**config.mk**
```make
export PLATFORM = sky130hd
export DESIGN_NAME = sim_ctrl
export DESIGN_NICKNAME = d
export VERILOG_FILES = /design/src/rtl/sim_ctrl_pkg.sv /design/src/rtl/sim_sat_counter.sv /design/src/rtl/sim_ctrl.sv
export SDC_FILE = /design/constraint.sdc
export NUM_CORES = 1
export LEC_CHECK = 0
export BUFFER_PORTS_ARGS = -buffer_cell sky130_fd_sc_hd__buf_2
export CORE_MARGIN = 8
export CORE_UTILIZATION = 66
export CTS_CLUSTER_SIZE = 30
export DETAILED_ROUTE_END_ITERATION = 12
export PLACE_DENSITY = 0.86
export REMOVE_ABC_BUFFERS = 1
export SYNTH_ARGS = -nofsm -noshare
export SYNTH_HDL_FRONTEND = slang
export SYNTH_HIERARCHICAL = 1
export SYNTH_SLANG_ARGS = --single-unit
```
**constraint.sdc**
```tcl
create_clock -name clk -period 5.2 [get_ports clk]
set_input_delay 0.26 -clock clk [delete_from_list [all_inputs] [get_ports clk]]
set_output_delay 0.26 -clock clk [all_outputs]
set_load 0.005 [all_outputs]
```
**src/rtl/sim_ctrl_pkg.sv**
```systemverilog
// rtl/sim_ctrl_pkg.sv - shared types for the simulation controller
package sim_ctrl_pkg;

   typedef enum logic [1:0] {
      RESET = 2'd0,
      RUN   = 2'd1,
      DRAIN = 2'd2,
      DONE  = 2'd3
   } state_e;

   typedef enum logic [1:0] {
      CAUSE_NONE    = 2'd0,
      CAUSE_DONE    = 2'd1,
      CAUSE_TIMEOUT = 2'd2,
      CAUSE_STALL   = 2'd3
   } cause_e;

endpackage

```
**src/rtl/sim_sat_counter.sv**
```systemverilog
// rtl/sim_sat_counter.sv - saturating up-counter with synchronous clear
// Clear wins over increment; the count holds at all-ones instead of wrapping.
module sim_sat_counter #(
   parameter int CNT_W = 32
) (
   input  logic             clk,
   input  logic             rst,
   input  logic             i_clr,
   input  logic             i_inc,
   output logic [CNT_W-1:0] o_q
);

   logic [CNT_W-1:0] r_q;

   always_ff @(posedge clk or posedge rst) begin
      if (rst) begin
         r_q <= '0;
      end else if (i_clr) begin
         r_q <= '0;
      end else if (i_inc && (r_q != '1)) begin
         r_q <= r_q + CNT_W'(1);
      end
   end

   assign o_q = r_q;

endmodule

```
**src/rtl/sim_ctrl.sv**
```systemverilog
// rtl/sim_ctrl.sv - bench reset sequencer, run cycle counter and end-of-test watchdog
// Holds the DUT in reset, counts RUN cycles and latches exactly one end cause in DONE.
module sim_ctrl
   import sim_ctrl_pkg::*;
#(
   parameter int RESET_CYCLES = 5,
   parameter int TIMEOUT      = 100000,
   parameter int IDLE_LIMIT   = 1000,
   parameter int DRAIN_CYCLES = 4,
   parameter int CNT_W        = 32
) (
   input  logic             clk,
   input  logic             rst,
   input  logic             soft_rst_req,
   input  logic             heartbeat,
   input  logic             halt_req,
   output logic             core_rst,
   output logic [CNT_W-1:0] cycle_cnt,
   output logic [1:0]       state_o,
   output logic             done_o,
   output logic             timeout_o,
   output logic             stall_o
);

   if (RESET_CYCLES < 1) begin : g_bad_reset_cycles
      $error("sim_ctrl: RESET_CYCLES must be >= 1");
   end
   if (TIMEOUT < 1) begin : g_bad_timeout
      $error("sim_ctrl: TIMEOUT must be >= 1");
   end

   localparam logic [CNT_W-1:0] L_RESET_LAST   = CNT_W'(RESET_CYCLES - 1);
   localparam logic [CNT_W-1:0] L_TIMEOUT_LAST = CNT_W'(TIMEOUT - 1);
   localparam logic [CNT_W-1:0] L_IDLE_LAST    = CNT_W'((IDLE_LIMIT > 0) ? IDLE_LIMIT - 1 : 0);
   localparam logic [CNT_W-1:0] L_DRAIN_LAST   = CNT_W'((DRAIN_CYCLES > 0) ? DRAIN_CYCLES - 1 : 0);

   state_e           r_state;
   logic             r_core_rst;
   logic             r_done;
   logic             r_timeout;
   logic             r_stall;

   state_e           w_next;
   cause_e           w_cause;
   logic [CNT_W-1:0] w_cycle;
   logic [CNT_W-1:0] w_idle;
   logic [CNT_W-1:0] w_phase;
   logic             w_timeout_hit;
   logic             w_stall_hit;
   logic             w_cycle_clr;
   logic             w_cycle_inc;
   logic             w_idle_clr;
   logic             w_idle_inc;
   logic             w_phase_clr;
   logic             w_phase_inc;

   assign w_timeout_hit = (w_cycle == L_TIMEOUT_LAST);
   // The current idle cycle counts too, so a heartbeat now still rescues the run.
   assign w_stall_hit   = (IDLE_LIMIT > 0) && !heartbeat && (w_idle == L_IDLE_LAST);

   always_comb begin
      w_next  = r_state;
      w_cause = CAUSE_NONE;
      if (soft_rst_req) begin
         w_next = RESET;
      end else begin
         case (r_state)
            RESET: begin
               if (w_phase == L_RESET_LAST) w_next = RUN;
            end
            RUN: begin
               if (w_timeout_hit) begin
                  w_next  = DONE;
                  w_cause = CAUSE_TIMEOUT;
               end else if (w_stall_hit) begin
                  w_next  = DONE;
                  w_cause = CAUSE_STALL;
               end else if (halt_req) begin
                  if (DRAIN_CYCLES == 0) begin
                     w_next  = DONE;
                     w_cause = CAUSE_DONE;
                  end else begin
                     w_next = DRAIN;
                  end
               end
            end
            DRAIN: begin
               if (w_timeout_hit) begin
                  w_next  = DONE;
                  w_cause = CAUSE_TIMEOUT;
               end else if (w_phase == L_DRAIN_LAST) begin
                  w_next  = DONE;
                  w_cause = CAUSE_DONE;
               end
            end
            default: ;
         endcase
      end
   end

   // cycle_cnt freezes on the edge into DONE, so it reports the last counted cycle.
   assign w_cycle_clr = (w_next == RESET);
   assign w_cycle_inc = ((r_state == RUN) || (r_state == DRAIN)) &&
                        ((w_next == RUN) || (w_next == DRAIN));
   assign w_idle_clr  = (w_next != RUN) || heartbeat;
   assign w_idle_inc  = (r_state == RUN);
   assign w_phase_clr = (w_next != r_state) || soft_rst_req;
   assign w_phase_inc = (r_state == RESET) || (r_state == DRAIN);

   sim_sat_counter #(.CNT_W(CNT_W)) u_cycle_cnt (
      .clk   (clk),
      .rst   (rst),
      .i_clr (w_cycle_clr),
      .i_inc (w_cycle_inc),
      .o_q   (w_cycle)
   );

   sim_sat_counter #(.CNT_W(CNT_W)) u_idle_cnt (
      .clk   (clk),
      .rst   (rst),
      .i_clr (w_idle_clr),
      .i_inc (w_idle_inc),
      .o_q   (w_idle)
   );

   sim_sat_counter #(.CNT_W(CNT_W)) u_phase_cnt (
      .clk   (clk),
      .rst   (rst),
      .i_clr (w_phase_clr),
      .i_inc (w_phase_inc),
      .o_q   (w_phase)
   );

   always_ff @(posedge clk or posedge rst) begin
      if (rst) begin
         r_state    <= RESET;
         r_core_rst <= 1'b1;
         r_done     <= 1'b0;
         r_timeout  <= 1'b0;
         r_stall    <= 1'b0;
      end else begin
         r_state    <= w_next;
         r_core_rst <= (w_next == RESET);
         if (soft_rst_req) begin
            r_done    <= 1'b0;
            r_timeout <= 1'b0;
            r_stall   <= 1'b0;
         end else begin
            if (w_cause == CAUSE_DONE)    r_done    <= 1'b1;
            if (w_cause == CAUSE_TIMEOUT) r_timeout <= 1'b1;
            if (w_cause == CAUSE_STALL)   r_stall   <= 1'b1;
         end
      end
   end

   assign core_rst  = r_core_rst;
   assign cycle_cnt = w_cycle;
   assign state_o   = r_state;
   assign done_o    = r_done;
   assign timeout_o = r_timeout;
   assign stall_o   = r_stall;

endmodule

```
Word-level counts from Yosys, hierarchy flattened. Cells that the tools add are included.

Bits in registers: 102. Input bits: 5. Output and inout port bits: 38. Logic and storage cells: 72.

$add $sub $neg: 3. Equality and inequality tests: 16. Muxes and demuxes: 26. Reductions and logical operators: 19.

Operator list (count): 32-bit 2-to-1 mux (6); 32-bit by 1-bit adder with 32-bit output (second input constant) (3); 32-bit != test (second input constant) (3); 32-bit by 10-bit == test with 1-bit output (second input constant) (1); 32-bit by 17-bit == test with 1-bit output (second input constant) (1); 32-bit by 2-bit == test with 1-bit output (second input constant) (1); 32-bit by 3-bit == test with 1-bit output (second input constant) (1); 2-bit 2-to-1 mux (11); 2-bit nonzero test (6); 2-bit == test (second input constant) (4); 1-bit 2-to-1 mux (7); 2-bit by 1-bit == test with 1-bit output (second input constant) (3); 2-bit one-hot mux with 3 select lines (1); 1-bit logical AND (5); 1-bit logical OR (5); 2-bit logical NOT (2); 2-bit one-hot mux with 2 select lines (1); 2-bit by 1-bit != test with 1-bit output (second input constant) (1); 2-bit != test (1); 1-bit logical NOT (1).

Logic depth before layout (Yosys ltp).
Depth after elaboration: 12. Mapped depth: 15. Depth with buffers taken out: 14.

By module. The synthesis kept the hierarchy.

By module, submodules not included: sim_sat_counter (instances 3, cells an instance 186, area an instance 1740.4 µm²); sim_ctrl (instances 1, cells an instance 89, area an instance 728.2 µm²).

Worst setup path before layout. No wires, ideal clock.

Path type: register to register. Start point: register r_state[1], in the netlist state_o[1]. End point: register u_cycle_cnt.r_q[19], in the netlist u_cycle_cnt/o_q[19]. Arrival time: 3455 ps. Required time: 5122 ps. Setup slack: 1667 ps. Stages on the path, launching flop included: 15. Path buffers: 1. Clock period less this slack: 3533 ps. Path through: dfrtp_1 > inv_1 > ha_1 > nand4_1 > nor4_4 > nor3_2 > a211o_2 > ha_1 > and2_1 > nand4_1 > nor3_1 > o311ai_1 > buf_2 > or4_1 > a21oi_1.

Elaborated cells on any way between the ends: 20. Those cells by class: eq/ne: 4; mux: 9; reduce/logical: 7.

RTL lines: from (decl) (line sim_ctrl.sv:37) `state_e r_state;`; from (signal assigned) (line sim_ctrl.sv:142) `r_state <= w_next;`; 2-bit by 1-bit == test with 1-bit output (*); net w_idle_inc (line sim_ctrl.sv:53) `logic w_idle_inc;`; 2-bit one-hot mux with 3 select lines (line sim_ctrl.sv:67) `case (r_state)`; 2-bit 2-to-1 mux (line sim_ctrl.sv:64) `if (soft_rst_req) begin`; 2-bit by 1-bit == test with 1-bit output / 2-bit == test (equally long branches) (line sim_ctrl.sv:104) `((w_next == RUN) || (w_next == DRAIN));`; 1-bit logical OR (line sim_ctrl.sv:104); 1-bit logical AND (*) (line sim_ctrl.sv:103) `assign w_cycle_inc = ((r_state == RUN) || (r_state == DRAIN)) &&`; net w_cycle_inc (line sim_ctrl.sv:51) `logic w_cycle_inc;`; 1-bit logical AND (*) (line sim_sat_counter.sv:20) `end else if (i_inc && (r_q != '1)) begin`; 2-bit nonzero test (no source line) (*); to (signal assigned) (line sim_sat_counter.sv:21) `r_q <= r_q + CNT_W'(1);`; to (decl) (line sim_sat_counter.sv:13) `logic [CNT_W-1:0] r_q;`.

The timed path passes the listed nets; every way through them passes the cells marked *. A chain may end at the register's enable or synchronous reset.

Worst setup path after layout.
Start point: register r_state[1], in the netlist state_o[1]. End point: register u_cycle_cnt.r_q[31], in the netlist u_cycle_cnt/o_q[31].

Same word-level chain as after synthesis.

==> results.cfg <==
[cells_and_area]
final_cell_area_mm2 = 0.00648
antennaDiodeCount = 0
fillcell_total = 614
layout-area-overhead-vs-synth_pct = 8.92
num-nets-final = 705
drive_gt1_share_pct = 12.7

[sta]
relSlewSlack_pct = 14.0
grt_setup_unrepaired = false
setup_viol = 0
fin_worst_hold_slack_ns = 0.160
clock_skew_ns = 0.0155
max_slew_violation_count = 0
timing_worst_slew_pin_value_ns = 1.29
final.setup.tns_ns = 0
final_hold_fails = 0
maxClockFrequency_ghz = 0.228
post-route-period-util_pct = 84.5
period_needed_ns = 4.39

[place]
placed_area_mm2 = 0.00627
post-dp-hpwl_mm = 9.86
placement.io_buffers = 42
globalplace.congestion = 0.877

[critical_path]
crit_fanout = 15
crit_type = reg2reg
r2r.worst_path.cells = 15
endpoint_of_the_worst_setup_timing_path = u_cycle_cnt/o_q[31]
crit_start = state_o[1]
start_kind = register
worst_setup_path_end_kind = register
reg2reg_setup_slack_ns = 0.81
worstReg2RegStart = state_o[1]
wp_data_arrival_ns = 4.66
required_ns = 5.47
timing.rr.end = u_cycle_cnt/o_q[31]

[synthesis]
synth.ff_latch_count = 102
synth_top_flop_cell = sky130_fd_sc_hd__dfrtp_1
yosysWarningCount = 6
synth_largest_type_area_fraction_pct = 42.5
number_of_enable_type_register_cells_in_the_synthesized_netlist = 0
share_of_synthesized_area_occupied_by_flip_flops_and_latches_pct = 42.9
synth_cell_type_count = 50
netlist_top_cells_area = sky130_fd_sc_hd__dfrtp_1 (42%), sky130_fd_sc_hd__a21oi_1 (7.1%), sky130_fd_sc_hd__o31ai_1 (5.8%)
synth_area_leader_cell = sky130_fd_sc_hd__dfrtp_1
synth.cell_area_mm2 = 0.00595
syn_inst = 647
synth_async_sr_flop_share_pct = 100
avgSynthCellArea_um2 = 9.20

[grt]
global_route_wire_length_before_repair_mm = 24.0
gr-usage-all-layers_pct = 22.5
grt_antenna_before_repair = 0
globalRoute.totalOverflow = 0
pin_count_of_the_biggest_net_entering_global_routing = 34
grt_pass1_vias = 5279

[min_path]
hold_depth = 2
worstHoldPathType = in2reg

[cts]
cts_setup_buffers = 0
h-tree-depth = 3
tritoncts = done
clockBufferDepth = 2
worst_setup_hold_path_clk_slew_ns = 0.09
number_of_cts_inserted_buffers = 9
clock-root-buffer = sky130_fd_sc_hd__clkbuf_8
cts_sinks = 102
clkLatencyLatePin_ns = 0.36

[route]
drt.antenna.violating_nets = 0
initialDrtViolationCount = 354
dr_total_vias = 5533
finalWirelength_mm = 14.3
post-route-drc-count = 0
wl_per_cell_um = 17.9
via_per_inst = 6.90
initial_drt_pass_iterations = 5

[power_and_ir_drop]
irDropWorstVdd_uv = 189
power.switching_fraction_pct = 28.5
netSwitchingPower_uw = 448
combinationalPowerShare_pct = 14.6
clockPowerShare_pct = 32.6
p_int_uw = 1120
cellPowerDensity_mw_per_mm2 = 242
power.leakage_uw = 0.00247
power_frac_seq_pct = 52.8
power_uw = 1570

[floorplanning]
initial_core_util_pct = 68.2
boundaryPins = 43
dieHeight_um = 111
core_area_mm2 = 0.00872
floorplan.die.width_um = 111
placement_rows = 34
die_area_mm2 = 0.0123

[run]
drv.max_cap_violation_count = 0

[outcome]
status = completed
[layout by cell type (no fill, tap or decap), drive strengths merged, types with 3 or more instances in the layout]
cell,synthesis,layout
or4,46,46
dfrtp,101,101
a21oi,84,84
nor4,24,24
xnor2,6,6
o211a,3,3
or3,39,39
o31a,3,3
and2,4,4
o21ai,39,39
o31ai,46,46
and3,9,9
o311ai,8,8
a31oi,3,3
o21ba,3,3
and4,13,13
ha,10,10
mux2i,3,3
buf,6,49
nand3,31,31
o41ai,6,6
clkbuf,12,12
xor2,3,3
nor3,6,6
nor2,29,29
nand4,27,27
inv,29,29
nand2,35,35
[power by group through the flow]
stage          sequential, uW  combinational (uW)  clock [uW]
5_1_grt                   830                 250         550
6_report                  828                 230         512
2_1_floorplan             838                 149           0
3_3_place_gp              841                 217           0
3_5_place_dp              843                 222           0
4_1_cts                   828                 229         523
[layout make-up]
type	instances	area, um^2	share of cell area (%)
multi-input combinational	498	3210	49.5
sequential	102	2550	39.4
timing repair buffer	50	273	4.21
clock buffer	12	155	2.39
tap	108	135	2.09
inverter	29	109	1.68
clock inverter	3	43.8	0.676
[worst min path at each step]
stage                             from  slack [ns]   endpoint
after floorplan                    rst        0.05     done_o
after global placement             rst        0.24     done_o
after detailed placement           rst        0.24    stall_o
after CTS                 soft_rst_req        0.14    stall_o
after global routing      soft_rst_req        0.17  timeout_o
final                     soft_rst_req        0.16    stall_o
[synthesized netlist by cell type (all sizes together), types with 4 or more instances]
cell type / instances
and3: 9
a21oi: 84
o21ai: 39
buf: 6
o31ai: 46
nand4: 27
and4: 13
dfrtp: 101
nand3: 31
inv: 29
clkbuf: 12
nor3: 6
ha: 10
and2: 4
xnor2: 6
or4: 46
or3: 39
nand2: 35
nor2: 29
nor4: 24
o41ai: 6
o311ai: 8
[critical path, cell delays in order, from the launching register on]
cell and delay, ns:
sky130_fd_sc_hd__dfrtp_1 0.50, sky130_fd_sc_hd__inv_1 0.16, sky130_fd_sc_hd__ha_1 0.35, sky130_fd_sc_hd__nand4_1 0.21, sky130_fd_sc_hd__nor4_4 0.44, sky130_fd_sc_hd__a211oi_1 0.18
sky130_fd_sc_hd__o21bai_1 0.28, sky130_fd_sc_hd__nand2b_1 0.12, sky130_fd_sc_hd__ha_1 0.28, sky130_fd_sc_hd__and2_1 0.18, sky130_fd_sc_hd__nand4_1 0.27, sky130_fd_sc_hd__nor3_1 0.33
sky130_fd_sc_hd__o311ai_1 0.14, sky130_fd_sc_hd__buf_4 0.20, sky130_fd_sc_hd__or4_1 0.49, sky130_fd_sc_hd__a21oi_1 0.18
[sequential cells by signal, summed over array words and instances, names as in the netlist]
register         count
u_idle_cnt/o_q      32
u_cycle_cnt/o_q     32
u_phase_cnt/o_q     32
stall_o              1
done_o               1
state_o              2
timeout_o            1
core_rst             1
[metrics by stage]
| stage | utilization (%) | worst slack, ns | instances |
|---|---|---|---|
| CTS | 74.3 | 0.880 | 802 |
| global route | 74.3 | 0.519 | 802 |
| floorplan | - | 1.50 | 629 |
| global placement | 71.9 | 1.30 | 786 |
| detailed placement | 71.9 | 0.932 | 786 |
| finish | 74.3 | 0.807 | 802 |
[repair_timing]
| action | 4_1_cts | 5_1_grt |
|---|---|---|
| endpoints found under the setup margin | 0 | 0 |
| endpoints found under the hold margin | 14 | 0 |
| hold buffers | 1 | 0 |
| gates resized for setup | 0 | 0 |
[kinds of logic (layout without fill, tap and decap cells)]
group	after synthesis	in the layout	share of synthesized area, %
buf+inv	47	94	3.41
compound gates	198	198	20.8
simple gates	277	277	28.7
mux	4	4	0.757
fa+ha+maj	10	10	2.10
xor+xnor	9	9	1.32
flops	102	102	42.9
[metal layers]
layer / vias up / global-route usage, % / routed length [um]
met2: 171 / 38.2 / 7100
met5: - / 0 / 0
met4: 0 / 8.11 / 275
li1: 2625 / - / -
met3: 28 / 5.03 / 678
met1: 2709 / 27.1 / 6270
No activity file was read; power rests on OpenSTA's default activity.
